### config.mk
export PLATFORM = sky130hd
export DESIGN_NAME = i2c_master
export DESIGN_NICKNAME = d
export VERILOG_FILES = /design/src/rtl/i2c_pkg.sv /design/src/rtl/i2c_clk_gen.sv /design/src/rtl/i2c_master.sv
export SDC_FILE = /design/constraint.sdc
export NUM_CORES = 1
export LEC_CHECK = 0
export CORE_ASPECT_RATIO = 1.2
export CORE_MARGIN = 5
export CORE_UTILIZATION = 45
export CTS_BUF_LIST = sky130_fd_sc_hd__clkbuf_4 sky130_fd_sc_hd__clkbuf_8 sky130_fd_sc_hd__clkbuf_16
export CTS_CLUSTER_DIAMETER = 60
export CTS_CLUSTER_SIZE = 12
export DETAILED_ROUTE_END_ITERATION = 10
export PLACE_DENSITY = 0.77
export SYNTH_ARGS = -nofsm -noshare
export SYNTH_HDL_FRONTEND = slang
export SYNTH_HIERARCHICAL = 1
export SYNTH_SLANG_ARGS = --single-unit
### constraint.sdc
create_clock -name clk -period 5.2 [get_ports clk]
set_input_delay 1.56 -clock clk [delete_from_list [all_inputs] [get_ports clk]]
set_output_delay 1.56 -clock clk [all_outputs]
set_load 0.005 [all_outputs]
### src/rtl/i2c_pkg.sv
// Shared I2C definitions: master FSM states, known slave addresses, R/W bit encodings.
package i2c_pkg;

  typedef enum logic [2:0] {
    IDLE,
    START,
    ADDR,
    ADDR_ACK,
    DATA_W,
    DATA_R,
    DATA_ACK,
    STOP
  } i2c_state_t;

  localparam logic [6:0] FIFO_SLAVE_ADDR = 7'b0011001;

  localparam logic RW_WRITE = 1'b0;
  localparam logic RW_READ  = 1'b1;

endpackage

### src/rtl/i2c_clk_gen.sv
// SCL quarter-period timebase: one-clk tick every CLK_DIV clk plus a 2-bit quarter index.
// Held at zero while disabled; stall freezes both counters so the current quarter stretches.
module i2c_clk_gen #(
  parameter int CLK_DIV = 4
) (
  input  logic       clk,
  input  logic       rst,
  input  logic       en,
  input  logic       stall,
  output logic       tick,
  output logic [1:0] quarter
);

  localparam int CW = (CLK_DIV > 1) ? $clog2(CLK_DIV) : 1;
  localparam logic [CW-1:0] CNT_MAX = CW'(CLK_DIV - 1);

  logic [CW-1:0] cnt;

  assign tick = en && !stall && (cnt == CNT_MAX);

  always_ff @(posedge clk or negedge rst) begin
    if (!rst) begin
      cnt     <= '0;
      quarter <= '0;
    end else if (!en) begin
      cnt     <= '0;
      quarter <= '0;
    end else if (!stall) begin
      if (cnt == CNT_MAX) begin
        cnt     <= '0;
        quarter <= quarter + 2'd1;
      end else begin
        cnt <= cnt + 1'b1;
      end
    end
  end

endmodule

### src/rtl/i2c_master.sv
// Single-byte I2C master: START, addr+R/W, one byte, STOP; done 80*CLK_DIV+1 clk after start.
// New starts are ignored while busy; I2C_MASTER_CLK_STRETCH_EN lets a slave hold SCL low in Q2.
module i2c_master
  import i2c_pkg::*;
#(
  parameter int CLK_DIV = 4
) (
  input  logic       clk,
  input  logic       rst,
  input  logic       start,
  input  logic       rw,
  input  logic [6:0] addr,
  input  logic [7:0] wdata,
  input  logic       SDA_I,
  input  logic       SCL_I,
  output logic       SDA_O,
  output logic       SCL_O,
  output logic       busy,
  output logic       done,
  output logic       ack_err,
  output logic [7:0] rdata
);

  i2c_state_t state, state_n;
  logic [2:0] bit_cnt, bit_n;
  logic [7:0] tx_byte, tx_n, rx_sh, rx_n, wdata_q, wdata_n, rdata_n;
  logic       rw_q, rw_n, busy_n, done_n, ack_err_n, scl_n, sda_n;
  logic       tick, stall, sample, slot_end;
  logic [1:0] quarter, quarter_n;

`ifdef I2C_MASTER_CLK_STRETCH_EN
  assign stall = (quarter == 2'd2) && SCL_O && !SCL_I;
`else
  logic unused_scl_i;
  assign unused_scl_i = SCL_I;
  assign stall        = 1'b0;
`endif

  i2c_clk_gen #(.CLK_DIV(CLK_DIV)) u_clk_gen (
    .clk     (clk),
    .rst     (rst),
    .en      (state != IDLE),
    .stall   (stall),
    .tick    (tick),
    .quarter (quarter)
  );

  assign sample    = tick && (quarter == 2'd2);
  assign slot_end  = tick && (quarter == 2'd3);
  assign quarter_n = tick ? quarter + 2'd1 : quarter;

  always_comb begin
    state_n   = state;
    bit_n     = bit_cnt;
    tx_n      = tx_byte;
    rx_n      = rx_sh;
    rw_n      = rw_q;
    wdata_n   = wdata_q;
    busy_n    = busy;
    done_n    = 1'b0;
    ack_err_n = ack_err;
    rdata_n   = rdata;
    case (state)
      IDLE: if (start) begin
        state_n   = START;
        rw_n      = rw;
        wdata_n   = wdata;
        tx_n      = {addr, rw};
        busy_n    = 1'b1;
        ack_err_n = 1'b0;
      end
      START: if (slot_end) begin
        state_n = ADDR;
        bit_n   = 3'd7;
      end
      ADDR, DATA_W, DATA_R: begin
        if (sample && state == DATA_R) rx_n = {rx_sh[6:0], SDA_I};
        if (slot_end) begin
          bit_n = bit_cnt - 3'd1;
          if (bit_cnt == 3'd0) state_n = (state == ADDR) ? ADDR_ACK : DATA_ACK;
        end
      end
      ADDR_ACK: begin
        if (sample && SDA_I) ack_err_n = 1'b1;
        if (slot_end) begin
          bit_n = 3'd7;
          if (ack_err)               state_n = STOP;
          else if (rw_q == RW_READ)  state_n = DATA_R;
          else begin
            state_n = DATA_W;
            tx_n    = wdata_q;
          end
        end
      end
      DATA_ACK: begin
        // On a read the master leaves SDA released here, which is the closing NACK.
        if (sample && rw_q == RW_WRITE && SDA_I) ack_err_n = 1'b1;
        if (slot_end) state_n = STOP;
      end
      STOP: if (slot_end) begin
        state_n = IDLE;
        busy_n  = 1'b0;
        done_n  = 1'b1;
        if (rw_q == RW_READ && !ack_err) rdata_n = rx_sh;
      end
      default: state_n = IDLE;
    endcase

    // Bus lines are registered from the upcoming state/quarter so they switch exactly on quarter edges.
    scl_n = 1'b1;
    sda_n = 1'b1;
    case (state_n)
      START:                      sda_n = ~quarter_n[1];
      ADDR, DATA_W: begin
        scl_n = quarter_n[1];
        sda_n = tx_n[bit_n];
      end
      ADDR_ACK, DATA_R, DATA_ACK: scl_n = quarter_n[1];
      STOP: begin
        scl_n = (quarter_n != 2'd0);
        sda_n = quarter_n[1];
      end
      default: ;
    endcase
  end

  always_ff @(posedge clk or negedge rst) begin
    if (!rst) begin
      state   <= IDLE;
      bit_cnt <= 3'd7;
      tx_byte <= '0;
      rx_sh   <= '0;
      wdata_q <= '0;
      rw_q    <= 1'b0;
      busy    <= 1'b0;
      done    <= 1'b0;
      ack_err <= 1'b0;
      rdata   <= '0;
      SCL_O   <= 1'b1;
      SDA_O   <= 1'b1;
    end else begin
      state   <= state_n;
      bit_cnt <= bit_n;
      tx_byte <= tx_n;
      rx_sh   <= rx_n;
      wdata_q <= wdata_n;
      rw_q    <= rw_n;
      busy    <= busy_n;
      done    <= done_n;
      ack_err <= ack_err_n;
      rdata   <= rdata_n;
      SCL_O   <= scl_n;
      SDA_O   <= sda_n;
    end
  end

endmodule

==> out/results.tsv, run 1 <==
metric	value	unit
synth.top_cell.area_share	0.451	
nets	265	
clk-insertion-delay-late	0.30	ns
cellPowerDensity	369	nW/um2
hold_path_class	reg -> reg	
ys_warn_count	6	
n_antenna_cell	0	
slowest_delay	0.48	ns
path_max_fanout	8	
synth_cells	202	
cts.hold.buffers_added	0	
fin_skew	0.00411	ns
p_leak	1.32	nW
min_path_cells	1	
grt.overflow.total	0	
via_count	1653	
drive_gt1_frac	0.197	
setup_viol	0	
syn_area_per_cell	11.8	um2
io_pins	34	
numCtsBuffers	5	
synth_largest_area_cell	dfrtp_1	
crit_path_end_kind	flop	
cts_tree	done	
die_h	89.7	um
grt_pass1_vias	1613	
wl_per_cell	14.6	um
post_cts_buffers	0	
rsz0062_at_grt	false	
h-tree-depth	2	
clockBufferDepth	2	
synth_seq_cells	48	
path_clk_slew	0.08	ns
gp_congestion	0.833	
start_util	0.456	
die_x	76.4	um
core_area	5230	um2
period_share	0.666	
root_buffer	clkbuf_8	
synthDistinctLibCells	49	
fin_crit	3.46	ns
synthArstFlopShare	1.00	
finalSetupTns	0	ns
reg2regPathDepth	13	
final_cell_mix	dfrtp_1, clkdlybuf4s50_1, mux2_2	
worstPathArrival	3.69	ns
relSlewSlack	0.316	
drt-initial-drc-count	82	
vdd_drop_max	0.240	mV
io_buffer_count	32	
antenna_left	0	
outcome	complete, no violations	
path_cells	clkdlybuf4s50_1, nor4b_4, a41oi_2, a221o_1, mux2i_1, o22ai_1, o41a_1	
synth_edf_count	0	
layout.cells.most_common	dfrtp_1	
worst_pin_slew	1.03	ns
routed_via_density	5.49	
fin_total_pwr	1.05	mW
hold_violations	0	
fin_util	0.546	
synthTopCellsByArea	dfrtp_1, mux2_2, dfstp_2, a221o_1, ha_1	
dp_hpwl	3090	um
synth_area	2380	um2
cpMaxStageDelayCell	clkdlybuf4s50_1	
max_freq	289	MHz
synth_seq_area_share	0.507	
slew_violations	0	
grt_pass1_wl	7520	um
synthFlopType	dfrtp_1	
start_kind	input port	
grt_max_degree	49	
crit_type	in -> reg	
remaining_drc_errors	0	
cp.required	5.43	ns
ctsResizeCount	0	
maxCapViolations	0	
cts.sinks	48	
antenna_found_initial	0	
wl	4400	um
grt_use_total	0.133	
num_rows	29	
drt-pass1-iter-count	4	
area_growth	19.7	%
die_area	6860	um2
## stage by stage
step	setup slack [ns]	std cells	cell area (um2)	hold WS, ns
2_1_floorplan	2.20	206	2400	0.475
3_3_place_gp	1.41	293	2770	0.486
3_5_place_dp	1.43	293	2770	0.493
4_1_cts	1.73	301	2850	0.513
5_1_grt	1.62	301	2850	0.532
6_report	1.74	301	2850	0.510
## power breakdown
part           leakage (nW)  internal (mW)  switching [mW]
clock                0.0491          0.105           0.120
combinational         0.658          0.156           0.166
sequential            0.610          0.440          0.0667
total                  1.32          0.701           0.352
## flip-flops by register name, indices dropped and copies added (netlist names)
| name | flops |
|---|---|
| ack_err | 1 |
| rx_sh | 8 |
| state | 3 |
| SCL_O | 1 |
| rw_q | 1 |
| bit_cnt | 3 |
| u_clk_gen/quarter | 2 |
| tx_byte | 8 |
| u_clk_gen/cnt | 2 |
| done | 1 |
| SDA_O | 1 |
| busy | 1 |
| wdata_q | 8 |
| rdata | 8 |
## worst max-delay path, delay by kind of cell
kind | cells | cell delay [ns]
buffers and inverters | 1 | 0.48
AND/OR/NAND/NOR | 1 | 0.39
AO/OA/AOI/OAI | 4 | 1.10
multiplexers | 1 | 0.15
## synthesized netlist by cell type (2+ instances only)
cell and count:
nand2b_1 4, a21oi_1 6, buf_2 4, inv_1 11, clkbuf_1 3, dfstp_2 5
o22ai_1 3, dfrtp_1 43, mux2_2 26, a221o_1 8, nor3_1 5, a211oi_1 2
nor2_1 9, nor3b_1 3, and2_1 9, nand2_1 8, xnor2_1 3, o21ai_0 2
mux2i_1 6, nor4_1 2, ha_1 6, and3_1 2, nand3_1 5, nand4_1 2
## routing by layer
| layer | vias to the layer above | part of all wire | track usage |
|---|---|---|---|
| li1 | 805 | - | - |
| met1 | 807 | 0.43 | 0.162 |
| met2 | 32 | 0.50 | 0.221 |
| met3 | 9 | 0.040 | 0.0260 |
| met4 | 0 | 0.026 | 0.0714 |
| met5 | - | 0 | 0 |
## cell families after synthesis
group                      after synthesis  share of synthesized area
xor gates and xnor gates                 4                     0.0147
DFF                                     48                      0.507
muxes                                   33                      0.153
and+or+nand+nor                         56                      0.139
other                                    1                    0.00157
AOI/OAI and AO/OA                       34                      0.115
buffers and inverters                   20                     0.0383
adders and majority gates                6                     0.0315
## final timing paths
| check | to | slack [ns] | startpoint |
|---|---|---|---|
| worst max-delay path | SDA_O | 1.74 | start |
| worst min-delay path | rdata[2] | 0.51 | rdata[2] |
| worst max register to register | SDA_O | 1.91 | state[1] |
| worst min register to register | rdata[2] | 0.51 | rdata[2] |
| max in group asynchronous | rx_sh[1] | 3.14 | rst |
| min in group asynchronous | rx_sh[2] | 1.44 | rst |
## layout make-up
class,instances,area [um2]
Fill cell,467,2370
Sequential cell,48,1210
Multi-Input combinational cell,138,1110
Timing Repair Buffer,34,330
Clock buffer,7,83.8
Tap cell,62,77.6
Inverter,11,41.3
Clock inverter,1,5.00
(Power assumes the default switching activity.)
==> run 2, diff against run 1 <==
==> constraint.sdc (replaced) <==
create_clock -name clk -period 3.3 [get_ports clk]
set_input_delay 0.99 -clock clk [delete_from_list [all_inputs] [get_ports clk]]
set_output_delay 0.99 -clock clk [all_outputs]
set_load 0.005 [all_outputs]
==> out/results.tsv, run 2 (same netlist as run 1, synthesis figures left out) <==
metric	value	unit	change
grt_use_met3	0.0280		+0.00200
io_buffer_count	32		unchanged
power_frac_comb	0.321		+0.016
hold_violations	0		unchanged
grt_max_degree	46		-6.1%
grt_pass1_wl	7760	um	+3.1%
worstReg2RegStart	u_clk_gen/cnt[0]		
maxCapViolations	0		unchanged
grt.overflow.total	0		unchanged
die_x	76.4	um	unchanged
relSlewSlack	0.365		+0.0493
cts.hold.buffers_added	0		unchanged
grt.busiest_layer	met2		
seqPwrFrac	0.427		-0.054
finalSetupTns	0	ns	unchanged
swShare	0.321		-0.0136
p_int	1.20	mW	+71%
max_freq	354	MHz	
antenna_found_initial	0		unchanged
period_share	0.856		
final_cell_mix	dfrtp_1, clkdlybuf4s50_1, mux2_2		
numCtsBuffers	5		unchanged
dp_hpwl	3230	um	+4.6%
rsz0062_at_grt	false		
outcome	complete, no violations		
n_antenna_cell	0		unchanged
area_growth	22.7	%	
wl	4450	um	+1.1%
via_count	1672		+1.1%
vdd_drop_max	0.341	mV	+42%
routed_via_density	5.46		-0.50%
wl_per_cell	14.5	um	-0.58%
p_clk_frac	0.252		+0.039
path_clk_slew	0.09	ns	about the same
p_sw	567	uW	+61%
nets	270		+1.9%
fillerInstances	458		-1.9%
drive_gt1_frac	0.213		+0.0165
drt-pass1-iter-count	4		unchanged
cts.sinks	48		unchanged
slew_violations	0		unchanged
use_met2	0.222		+0.00143
worst_pin_slew	0.952	ns	-0.0739 ns
path_max_fanout	6		-2
cellPowerDensity	605	nW/um2	+64%
crit_path_end_kind	flop		
grt_use_total	0.134		+0.00105
ctsResizeCount	0		unchanged
clockBufferDepth	2		unchanged
fin_skew	0.00972	ns	+0.00561 ns
antenna_left	0		unchanged
cp.required	3.52	ns	-1.91 ns
grt_pass1_vias	1694		+5.0%
num_rows	29		unchanged
clk-insertion-delay-late	0.30	ns	about the same
setup_viol	0		unchanged
met1_usage	0.171		+0.00906
post_cts_buffers	0		unchanged
h-tree-depth	2		unchanged
start_kind	flop		
hold_path_class	reg -> reg		
crit_type	reg -> reg		
io_pins	34		unchanged
fin_crit	2.83	ns	
remaining_drc_errors	0		unchanged
p_leak	1.35	nW	+2.7%
die_h	89.7	um	unchanged
fin_total_pwr	1.77	mW	+68%
layout.cells.most_common	dfrtp_1		
start_util	0.456		unchanged
core_area	5230	um2	unchanged
worstPathArrival	3.05	ns	-0.64 ns
hold_path.startpoint	tx_byte[7]		
root_buffer	clkbuf_8		
gp_congestion	0.823		-1.1%
die_area	6860	um2	unchanged
drt-initial-drc-count	120		+46%
cts_tree	done		
startpoint	u_clk_gen/cnt[0]		
## run 2: power groups by stage
stage | sequential (mW) | combinational (mW) | clock, mW
2_1_floorplan | 0.753 | 0.409 | 0
3_3_place_gp | 0.763 | 0.549 | 0
3_5_place_dp | 0.766 | 0.570 | 0
4_1_cts | 0.755 | 0.574 | 0.451
5_1_grt | 0.765 | 0.637 | 0.471
6_report | 0.754 | 0.568 | 0.446
## run 2: final cells by class
type	count	area [um2]	share of cell area
sequential	48	1210	0.413
multi-input combinational	138	1110	0.379
timing repair buffer	39	368	0.126
clock buffer	6	82.6	0.0282
tap	62	77.6	0.0265
inverter	11	41.3	0.0141
clock inverter	2	38.8	0.0133
## run 2: per-layer routing
layer / up-vias / part of all wire
met5: - / 0
met4: 0 / 0.019
met3: 7 / 0.042
met2: 33 / 0.50
met1: 821 / 0.44
li1: 811 / -
## run 2: path summary, 6_finish.rpt
kind / endpoint / slack (ns) / depth (start not counted)
setup / recovery: SDA_O / 0.47 / 11
hold / removal: tx_byte[7] / 0.51 / 1
setup reg to reg: SDA_O / 0.47 / 11
hold reg to reg: tx_byte[7] / 0.51 / 1
max in group asynchronous: SDA_O / 1.74 / 2
min in group asynchronous: rdata[3] / 0.83 / 1
## run 2: stage by stage
stage / cell area [um2] / std cells / hold slack (ns) / utilization / setup slack (ns)
global placement: 2800 / 298 / 0.488 / 0.536 / 0.277
finish: 2920 / 306 / 0.513 / 0.560 / 0.475
global route: 2920 / 306 / 0.530 / 0.560 / 0.321
floorplan: 2400 / 206 / 0.475 / - / 0.486
detailed placement: 2800 / 298 / 0.493 / 0.536 / 0.223
CTS: 2920 / 306 / 0.517 / 0.560 / 0.486
## run 2: critical path, stage by stage (launching register included)
cell and delay [ns]:
dfrtp_1 0.38, ha_1 0.24, nand2b_4 0.07, nor2_1 0.33, nand2_1 0.14, ha_1 0.32
mux2_1 0.30, o211ai_1 0.17, o21ai_1 0.17, nand2_1 0.11, o22ai_1 0.08, o41a_1 0.43
